[src/rtl/frame_sequencer.sv]
// rtl/frame_sequencer.sv - draw/update sequencer for the breakout datapath
// Clears, draws bricks and sprites, waits a frame, then erases sprites and scans bricks for hits.
module frame_sequencer #(
  parameter int NUM_SPRITES  = 2,
  parameter int NUM_BRICKS   = 60,
  parameter int FRAME_CYCLES = 16,
  localparam int IW = $clog2(NUM_BRICKS),
  localparam int SW = $clog2(NUM_SPRITES + 2)
) (
  input  logic                   clock,
  input  logic                   reset_control,
  input  logic                   run_game,
  input  logic                   clear_done,
  input  logic [NUM_SPRITES-1:0] sprite_done,
  input  logic                   brick_valid,
  input  logic                   brick_alive,
  input  logic                   brick_done,
  input  logic                   hit,
  output logic [SW-1:0]          sel_draw,
  output logic                   clear_enable,
  output logic                   sprite_reset_n,
  output logic [NUM_SPRITES-1:0] sprite_enable,
  output logic                   sprite_erase,
  output logic [IW-1:0]          brick_index,
  output logic                   brick_req,
  output logic                   brick_draw,
  output logic                   brick_erase,
  output logic                   brick_delete,
  output logic                   detect_enable,
  output logic                   level_clear,
  output logic [IW:0]            bricks_left
);
  localparam int FW = $clog2(FRAME_CYCLES + 1);
  localparam int LW = IW + 1;
  localparam logic [SW-1:0] SEL_BRICK   = SW'(NUM_SPRITES);
  localparam logic [SW-1:0] SEL_CLEAR   = SW'(NUM_SPRITES + 1);
  localparam logic [SW-1:0] LAST_SPRITE = SW'(NUM_SPRITES - 1);
  localparam logic [IW-1:0] LAST_BRICK  = IW'(NUM_BRICKS - 1);
  localparam logic [FW-1:0] FRAME_LOAD  = FW'(FRAME_CYCLES - 1);
  localparam logic [LW-1:0] FULL_COUNT  = LW'(NUM_BRICKS);

  typedef enum logic [3:0] {
    S_RESET, S_CLEAR, S_BRK_REQ, S_BRK_DRAW, S_BRK_NEXT,
    S_SPR_DRAW, S_FRAME_WAIT, S_SPR_ERASE, S_SCAN_REQ, S_DETECT,
    S_SAMPLE, S_ERASE_BRK, S_DELETE, S_SCAN_NEXT, S_LVL_CLEAR
  } state_t;

  state_t        state, state_next;
  logic [IW-1:0] brick_idx;
  logic [SW-1:0] spr_idx;
  logic [FW-1:0] frame_cnt;
  logic [LW-1:0] left;
  logic          spr_done_sel;
  logic          last_brick;
  logic          last_sprite;

  assign last_brick  = (brick_idx == LAST_BRICK);
  assign last_sprite = (spr_idx == LAST_SPRITE);
  assign brick_index = brick_idx;
  assign bricks_left = left;

  // Only the done bit of the currently selected sprite is honoured.
  always_comb begin
    spr_done_sel = 1'b0;
    for (int i = 0; i < NUM_SPRITES; i++) begin
      if (spr_idx == SW'(i)) spr_done_sel = sprite_done[i];
    end
  end

  always_ff @(posedge clock) begin
    if (!reset_control) begin
      state     <= S_RESET;
      brick_idx <= '0;
      spr_idx   <= '0;
      frame_cnt <= '0;
      left      <= FULL_COUNT;
    end else if (run_game) begin
      state <= state_next;
      case (state)
        S_CLEAR: brick_idx <= '0;
        S_BRK_NEXT, S_SCAN_NEXT: brick_idx <= last_brick ? '0 : brick_idx + 1'b1;
        S_SPR_DRAW, S_SPR_ERASE: begin
          if (spr_done_sel) begin
            spr_idx <= last_sprite ? '0 : spr_idx + 1'b1;
            if (state == S_SPR_DRAW && last_sprite) frame_cnt <= FRAME_LOAD;
          end
        end
        S_FRAME_WAIT: if (frame_cnt != '0) frame_cnt <= frame_cnt - 1'b1;
        S_DELETE: if (left != '0) left <= left - 1'b1;
        S_LVL_CLEAR: left <= FULL_COUNT;
        default: ;
      endcase
    end
  end

  always_comb begin
    state_next = state;
    case (state)
      S_RESET:      state_next = S_CLEAR;
      S_CLEAR:      if (clear_done) state_next = S_BRK_REQ;
      S_BRK_REQ:    if (brick_valid) state_next = brick_alive ? S_BRK_DRAW : S_BRK_NEXT;
      S_BRK_DRAW:   if (brick_done) state_next = S_BRK_NEXT;
      S_BRK_NEXT:   state_next = last_brick ? S_SPR_DRAW : S_BRK_REQ;
      S_SPR_DRAW:   if (spr_done_sel && last_sprite) state_next = S_FRAME_WAIT;
      S_FRAME_WAIT: if (frame_cnt == '0) state_next = S_SPR_ERASE;
      S_SPR_ERASE:  if (spr_done_sel && last_sprite) state_next = S_SCAN_REQ;
      S_SCAN_REQ:   if (brick_valid) state_next = brick_alive ? S_DETECT : S_SCAN_NEXT;
      S_DETECT:     state_next = S_SAMPLE;
      S_SAMPLE:     state_next = hit ? S_ERASE_BRK : S_SCAN_NEXT;
      S_ERASE_BRK:  if (brick_done) state_next = S_DELETE;
      S_DELETE:     state_next = S_SCAN_NEXT;
      S_SCAN_NEXT: begin
        if (!last_brick)     state_next = S_SCAN_REQ;
        else if (left == '0) state_next = S_LVL_CLEAR;
        else                 state_next = S_SPR_DRAW;
      end
      S_LVL_CLEAR:  state_next = S_CLEAR;
      default:      state_next = S_RESET;
    endcase
  end

  always_comb begin
    sel_draw       = SEL_CLEAR;
    clear_enable   = 1'b0;
    sprite_reset_n = 1'b1;
    sprite_enable  = '0;
    sprite_erase   = 1'b0;
    brick_req      = 1'b0;
    brick_draw     = 1'b0;
    brick_erase    = 1'b0;
    brick_delete   = 1'b0;
    detect_enable  = 1'b0;
    level_clear    = 1'b0;
    case (state)
      S_RESET: sprite_reset_n = 1'b0;
      S_CLEAR: clear_enable = 1'b1;
      S_BRK_REQ, S_SCAN_REQ: begin
        brick_req = 1'b1;
        sel_draw  = SEL_BRICK;
      end
      S_BRK_DRAW: begin
        brick_draw = 1'b1;
        sel_draw   = SEL_BRICK;
      end
      S_SPR_DRAW, S_SPR_ERASE: begin
        sel_draw     = spr_idx;
        sprite_erase = (state == S_SPR_ERASE);
        for (int i = 0; i < NUM_SPRITES; i++) sprite_enable[i] = (spr_idx == SW'(i));
      end
      S_DETECT: detect_enable = 1'b1;
      S_ERASE_BRK: begin
        brick_erase = 1'b1;
        sel_draw    = SEL_BRICK;
      end
      S_DELETE: brick_delete = 1'b1;
      S_LVL_CLEAR: begin
        level_clear    = 1'b1;
        sprite_reset_n = 1'b0;
      end
      default: ;
    endcase
  end
endmodule

[config.mk]
export PLATFORM = sky130hd
export DESIGN_NAME = frame_sequencer
export DESIGN_NICKNAME = d
export VERILOG_FILES = /design/src/rtl/frame_sequencer.sv
export SDC_FILE = /design/constraint.sdc
export NUM_CORES = 1
export LEC_CHECK = 0
export CORE_ASPECT_RATIO = 1.5
export CORE_UTILIZATION = 53
export DETAILED_ROUTE_END_ITERATION = 8
export PLACE_DENSITY = 0.84
export SKIP_CTS_REPAIR_TIMING = 1
export SYNTH_ARGS = -nofsm -noshare
export SYNTH_HDL_FRONTEND = slang
export SYNTH_SLANG_ARGS = --single-unit
[constraint.sdc]
create_clock -name clock -period 5 [get_ports clock]
set_input_delay 0.75 -clock clock [delete_from_list [all_inputs] [get_ports clock]]
set_output_delay 0.75 -clock clock [all_outputs]
set_load 0.02 [all_outputs]
==> out/qor.txt, run 1 <==
outcome -> completed
Slew @ Worst Pin -> 732.8 ps
DR pass1 iterations -> 4
filler instances -> 226
nets -> 247
YS warnings -> 0
Die X -> 46.23 um
Clock transition at path regs -> 90 ps
Seq cells post-synth -> 24
Hold Path Class -> register to register
final hold viol count -> 0
first-pass GRT wire length -> 6.410 mm
antenna viol nets, final -> 0
global placer's final weighted congestion -> 0.8971
Hold EP -> bricks_left[6]
post-route DRC violation count -> 0
syn nets -> 219
reg2reg setup slack -> 2620 ps
Final min period -> 3139 ps
Finished Layout Cells -> 269
cell taking the most area after synthesis -> dfxtp_1
hold_sp -> bricks_left[6]
slew margin rel. -> 51.08%
Clock Skews -> 7.006 ps
reg2reg start -> state[3]
Core Util, Final -> 71.90%
worst reg-to-reg path cell count -> 5
hold path depth -> 2
grt ovf -> 0
CP arrival -> 2390 ps
largest net degree at the start of global routing -> 25
commonest cells in the netlist -> nor2_1 (27), dfxtp_1 (24), nand2_1 (19)
initial antenna violation count -> 0
register area -> 480.5 um^2
Multi-input gate area -> 972.2 um^2
maximum root-to-sink buffer count -> 2
Worst EP required -> 4250 ps
most common cell in the netlist -> nor2_1
Worst VDD drop -> 0.0002134 V
final WL -> 3.845 mm
beginning of the critical path -> state[0]
Starting Density -> 56.89%
# diodes -> 0
TNS Setup -> 0 ps
maximum fanout along the worst path -> 22
Seq/Total Area, Yosys -> 30.89%
Via Count -> 1,580
Syn Inst Count -> 205
cell count after placement -> 265
Ports -> 36
HPWL Detailed -> 2.912 mm
Skew-Pair Late Insertion Delay -> 270 ps
Tot GR Track Use -> 27.34%
clock root cell -> clkbuf_8
Synth cell types -> 50
Sink Count -> 24
# setup viols final -> 0
Mapped Area -> 1555 um^2
Post-Syn Area per Cell -> 7.587 um^2
Core Area -> 2734 um^2
RSZ-0062 raised after global routing -> no
Top FF cell, synth -> dfxtp_1
die area -> 3160 um^2
Area Growth Syn to Fin -> 26.39%
Vias per Instance -> 5.874
MaxCap Viol Count -> 0
max frequency -> 318.6 MHz
# rows -> 23
crit end category -> output pin
WL/cell -> 14.29 um
Port Buffer Count -> 35
CTS tree -> yes
final slew viol count -> 0
CP Class -> register to output pin
P_leak -> 0.6707 nW
layout cells sized above 1 -> 3.448%
Starting DRT DRC Count -> 45
chip height -> 68.35 um
clock buffer count from CTS -> 3
Yosys top cell area share -> 30.89%
synth top area cells -> dfxtp_1 (31%), nor2_1 (6.5%), nand2_1 (4.6%), o21ai_0 (3.5%), ha_1 (3.2%)
Power Dens Cells -> 258.6 nW/um^2
number of global-route vias before repair -> 1,506
final period utilization -> 62.78%
CTS H-Tree Depth -> 1
worst reg2reg endpoint -> state[0]
ys async rst share -> 0%
startpoint types -> register
Post-synth EDFFs -> 0
[state kept, by name (all words and copies together) (netlist names)]
signal and cells:
frame_cnt 5, spr_idx 2, state 4, brick_index 6, bricks_left 7
[layer usage]
layer | GRT usage [%] | wire length, um | vias up
met4 | 10.29 | 61 | 0
met1 | 31.83 | 1630 | 729
met5 | 0 | 0 | -
met2 | 47.18 | 1984 | 51
met3 | 6.069 | 169 | 9
li1 | - | - | 791
[cell families after synthesis]
| logic type | share of synthesized area, % |
|---|---|
| XOR/XNOR | 5.068 |
| AO/OA/AOI/OAI | 24.86 |
| AND/OR/NAND/NOR | 28.08 |
| flip-flops | 30.89 |
| multiplexers | 1.287 |
| buffers and inverters | 6.596 |
| adder cells (fa/ha/maj) | 3.218 |
[stage by stage]
| step | area, um^2 | setup slack (ps) | hold slack, ps | power [mW] |
|---|---|---|---|---|
| after floorplan | 1555 | 2702 | 443.8 | 0.2996 |
| after global placement | 1894 | 2267 | 443.5 | 0.3358 |
| after detailed placement | 1894 | 2190 | 450.5 | 0.3392 |
| after CTS | 1966 | 1886 | 463.4 | 0.5086 |
| after global routing | 1966 | 1684 | 509.7 | 0.5324 |
| final | 1966 | 1861 | 463.7 | 0.5083 |
[power by group]
part	leakage [nW]	internal, mW	total (mW)	switching, mW
Combinational	0.441	0.0560	0.119	0.0626
Clock	0.0357	0.107	0.172	0.0649
Sequential	0.194	0.196	0.218	0.0214
Total	0.671	0.359	0.508	0.149
[worst max path at each step]
stage / to / slack [ps] / depth (start not counted)
after floorplan: brick_req / 2700 / 4
after global placement: sprite_enable[0] / 2270 / 5
after detailed placement: sprite_enable[0] / 2190 / 5
after CTS: sprite_enable[0] / 1890 / 5
after global routing: sprite_enable[0] / 1680 / 5
final: sprite_enable[0] / 1860 / 5
[layout by cell type (no fill, tap or decap), types with 3 or more instances in the layout]
cell type	n
clkbuf_8	3
and3_1	3
a21oi_1	7
a311oi_1	3
ha_1	4
a211oi_1	3
a31oi_1	6
nand3_1	5
xor2_1	5
nor3_1	6
and2_1	3
xnor2_1	4
clkdlybuf4s50_1	35
inv_1	12
o21ai_0	11
nand4_1	3
nor2_1	27
a32o_1	3
nor2b_1	3
nor4_1	5
nand2b_1	7
nand2_1	19
dfxtp_1	24
[area by class of cell]
class	instances	area share (%)
Clock buffer	3	2.101
Clock inverter	1	1.528
Inverter	12	2.292
Sequential cell	24	24.44
Timing Repair Buffer	35	17.82
Multi-Input combinational cell	157	49.46
Tap cell	37	2.355
[critical path, stage by stage (launching register included)]
cell and delay (ps):
dfxtp_1 760, nand2_1 300, nor3_2 260, inv_1 110, nor2_1 90, clkdlybuf4s50_1 600
(Power assumes the default switching activity.)
==> run 2, diff against run 1 <==
Settings changed: CORE_UTILIZATION 53 to 45, PLACE_DENSITY 0.84 to 0.76.
Clock period 5 ns to 2.7 ns, I/O delays scaled along.
==> run 2 against run 1 <==
Effect of this change:
- register-to-register slack got worse by 2000 ps
- first-iteration DRC count increased by 11%
- core utilization decreased by 9.1 points
- routed wire length increased by 0.42%
- via count increased by 2.0%
- die area increased by 17%
- design area increased by 2.9%
- critical path depth unchanged
- global-route usage decreased by 6.4 points
- sequential power increased by 77%
- worst setup slack got worse by 1600 ps
- count of clock-buffer cells in the layout unchanged
==> out/qor.txt, run 2 (synthesized netlist as in run 1, its figures left out) <==
first-pass GRT wire length -> 6.065 mm (-5.4%)
Slew @ Worst Pin -> 646.6 ps (-86.22 ps)
Via Count -> 1,612 (+2.0%)
maximum fanout along the worst path -> 7 (-68%)
hold path depth -> 2 (unchanged)
grt ovf -> 0 (unchanged)
CTS H-Tree Depth -> 1 (unchanged)
Worst EP required -> 2300 ps (-1950 ps)
register area -> 481.7 um^2 (+0.26%)
crit end category -> output pin
Clock transition at path regs -> 90 ps (about the same)
startpoint types -> register
Sink Count -> 24 (unchanged)
final hold viol count -> 0 (unchanged)
Worst VDD drop -> 0.0004770 V (+120%)
max frequency -> 409.0 MHz
most common cell after layout, fill and taps aside -> clkdlybuf4s50_1
Hold EP -> bricks_left[6]
post-route DRC violation count -> 0 (unchanged)
initial antenna violation count -> 0 (unchanged)
antenna viol nets, final -> 0 (unchanged)
Clock Skews -> 6.122 ps (-0.8837 ps)
CP Class -> register to output pin
Multi-input gate area -> 972.2 um^2 (unchanged)
# rows -> 25 (+8.7%)
Ports -> 36 (unchanged)
Core Area -> 3222 um^2 (+18%)
largest net degree at the start of global routing -> 22 (-12%)
die area -> 3700 um^2 (+17%)
DR pass1 iterations -> 4 (unchanged)
Hold Path Class -> register to register
worst reg-to-reg path cell count -> 5 (unchanged)
reg2reg setup slack -> 630 ps (-1990 ps)
Starting DRT DRC Count -> 50 (+11%)
Area Growth Syn to Fin -> 30.09%
MaxCap Viol Count -> 0 (unchanged)
# setup viols final -> 0 (unchanged)
Core Util, Final -> 62.80% (-9.1 points)
HPWL Detailed -> 2.875 mm (-1.3%)
filler instances -> 304 (+35%)
chip height -> 74 um (+8.3%)
WL/cell -> 13.84 um (-3.2%)
Starting Density -> 48.27% (-8.6 points)
final period utilization -> 90.56%
Vias per Instance -> 5.778 (-1.6%)
hold_sp -> bricks_left[6]
TNS Setup -> 0 ps (unchanged)
number of global-route vias before repair -> 1,388 (-7.8%)
final WL -> 3.861 mm (+0.42%)
clock buffer count from CTS -> 3 (unchanged)
global placer's final weighted congestion -> 0.9288 (+3.5%)
maximum root-to-sink buffer count -> 2 (unchanged)
clock root cell -> clkbuf_8
outcome -> completed
layout cells sized above 1 -> 6.695% (+3.2 points)
Skew-Pair Late Insertion Delay -> 270 ps (about the same)
worst reg2reg endpoint -> state[2]
CTS tree -> yes
Tot GR Track Use -> 20.98% (-6.4 points)
Port Buffer Count -> 35 (unchanged)
P_leak -> 0.7082 nW (+5.6%)
RSZ-0062 raised after global routing -> no
nets -> 254 (+2.8%)
Power Dens Cells -> 469.7 nW/um^2 (+82%)
slew margin rel. -> 56.49% (+5.4 points)
Final min period -> 2445 ps
commonest non-fill, non-tap cells in the layout -> clkdlybuf4s50_1 (35), nor2_1 (27), dfxtp_1 (23)
Die X -> 50 um (+8.2%)
max reg flops -> 7 (unchanged)
Tot Pwr -> 0.9504 mW (+87%)
reg2reg start -> state[1]
final slew viol count -> 0 (unchanged)
CP arrival -> 2040 ps (-350 ps)
# diodes -> 0 (unchanged)
run 2: layer usage:
layer | routed length, um | vias up | share of wire, % | global-route usage (%)
met5 | 0 | - | 0 | 0
met4 | 82 | 0 | 2.1 | 11.43
met3 | 137 | 10 | 3.5 | 3.067
met2 | 1919 | 48 | 50 | 34.52
met1 | 1721 | 750 | 45 | 26.16
li1 | - | 804 | - | -
run 2: worst max-delay path, stage by stage (launching register included):
cell             delay [ps]
dfxtp_1                 480
nand2_1                 220
nor3_2                  250
inv_1                   110
nor2_1                  100
clkdlybuf4s50_1         610
run 2: power by group:
part           switching [mW]  internal [mW]  total (mW)
clock                   0.116          0.198       0.314
combinational           0.137          0.115       0.252
sequential             0.0210          0.363       0.385
total                   0.273          0.677       0.950
run 2: through the flow:
step	instances	hold slack, ps	worst slack [ps]	area [um^2]
finish	279	456.3	254.8	2023
global route	279	500.1	86.77	2023
CTS	279	458.2	163.0	2022
detailed placement	275	445.6	406.2	1951
global placement	275	446.0	466.2	1951
floorplan	205	443.8	747.1	1555
run 2: worst max-delay path by stage:
stage / startpoint / to / cells past startpoint
2_1_floorplan: state[3] / brick_req / 4
3_3_place_gp: run_game / state[2] / 5
3_5_place_dp: run_game / state[0] / 5
4_1_cts: state[3] / brick_req / 3
5_1_grt: state[1] / brick_req / 3
6_report: state[2] / sprite_enable[0] / 5
run 2: cell type report:
cell class,instances,area share (%)
Tap cell,40,2.474
Timing Repair Buffer,42,19.91
Multi-Input combinational cell,157,48.05
Inverter,12,2.226
Sequential cell,24,23.81
Clock inverter,1,1.484
Clock buffer,3,2.041
==> run 3, diff against run 2 <==
Settings changed: TNS_END_PERCENT set to 1.
==> results of run 3 <==
Final layout, timing and power as in run 2 (identical DEF).
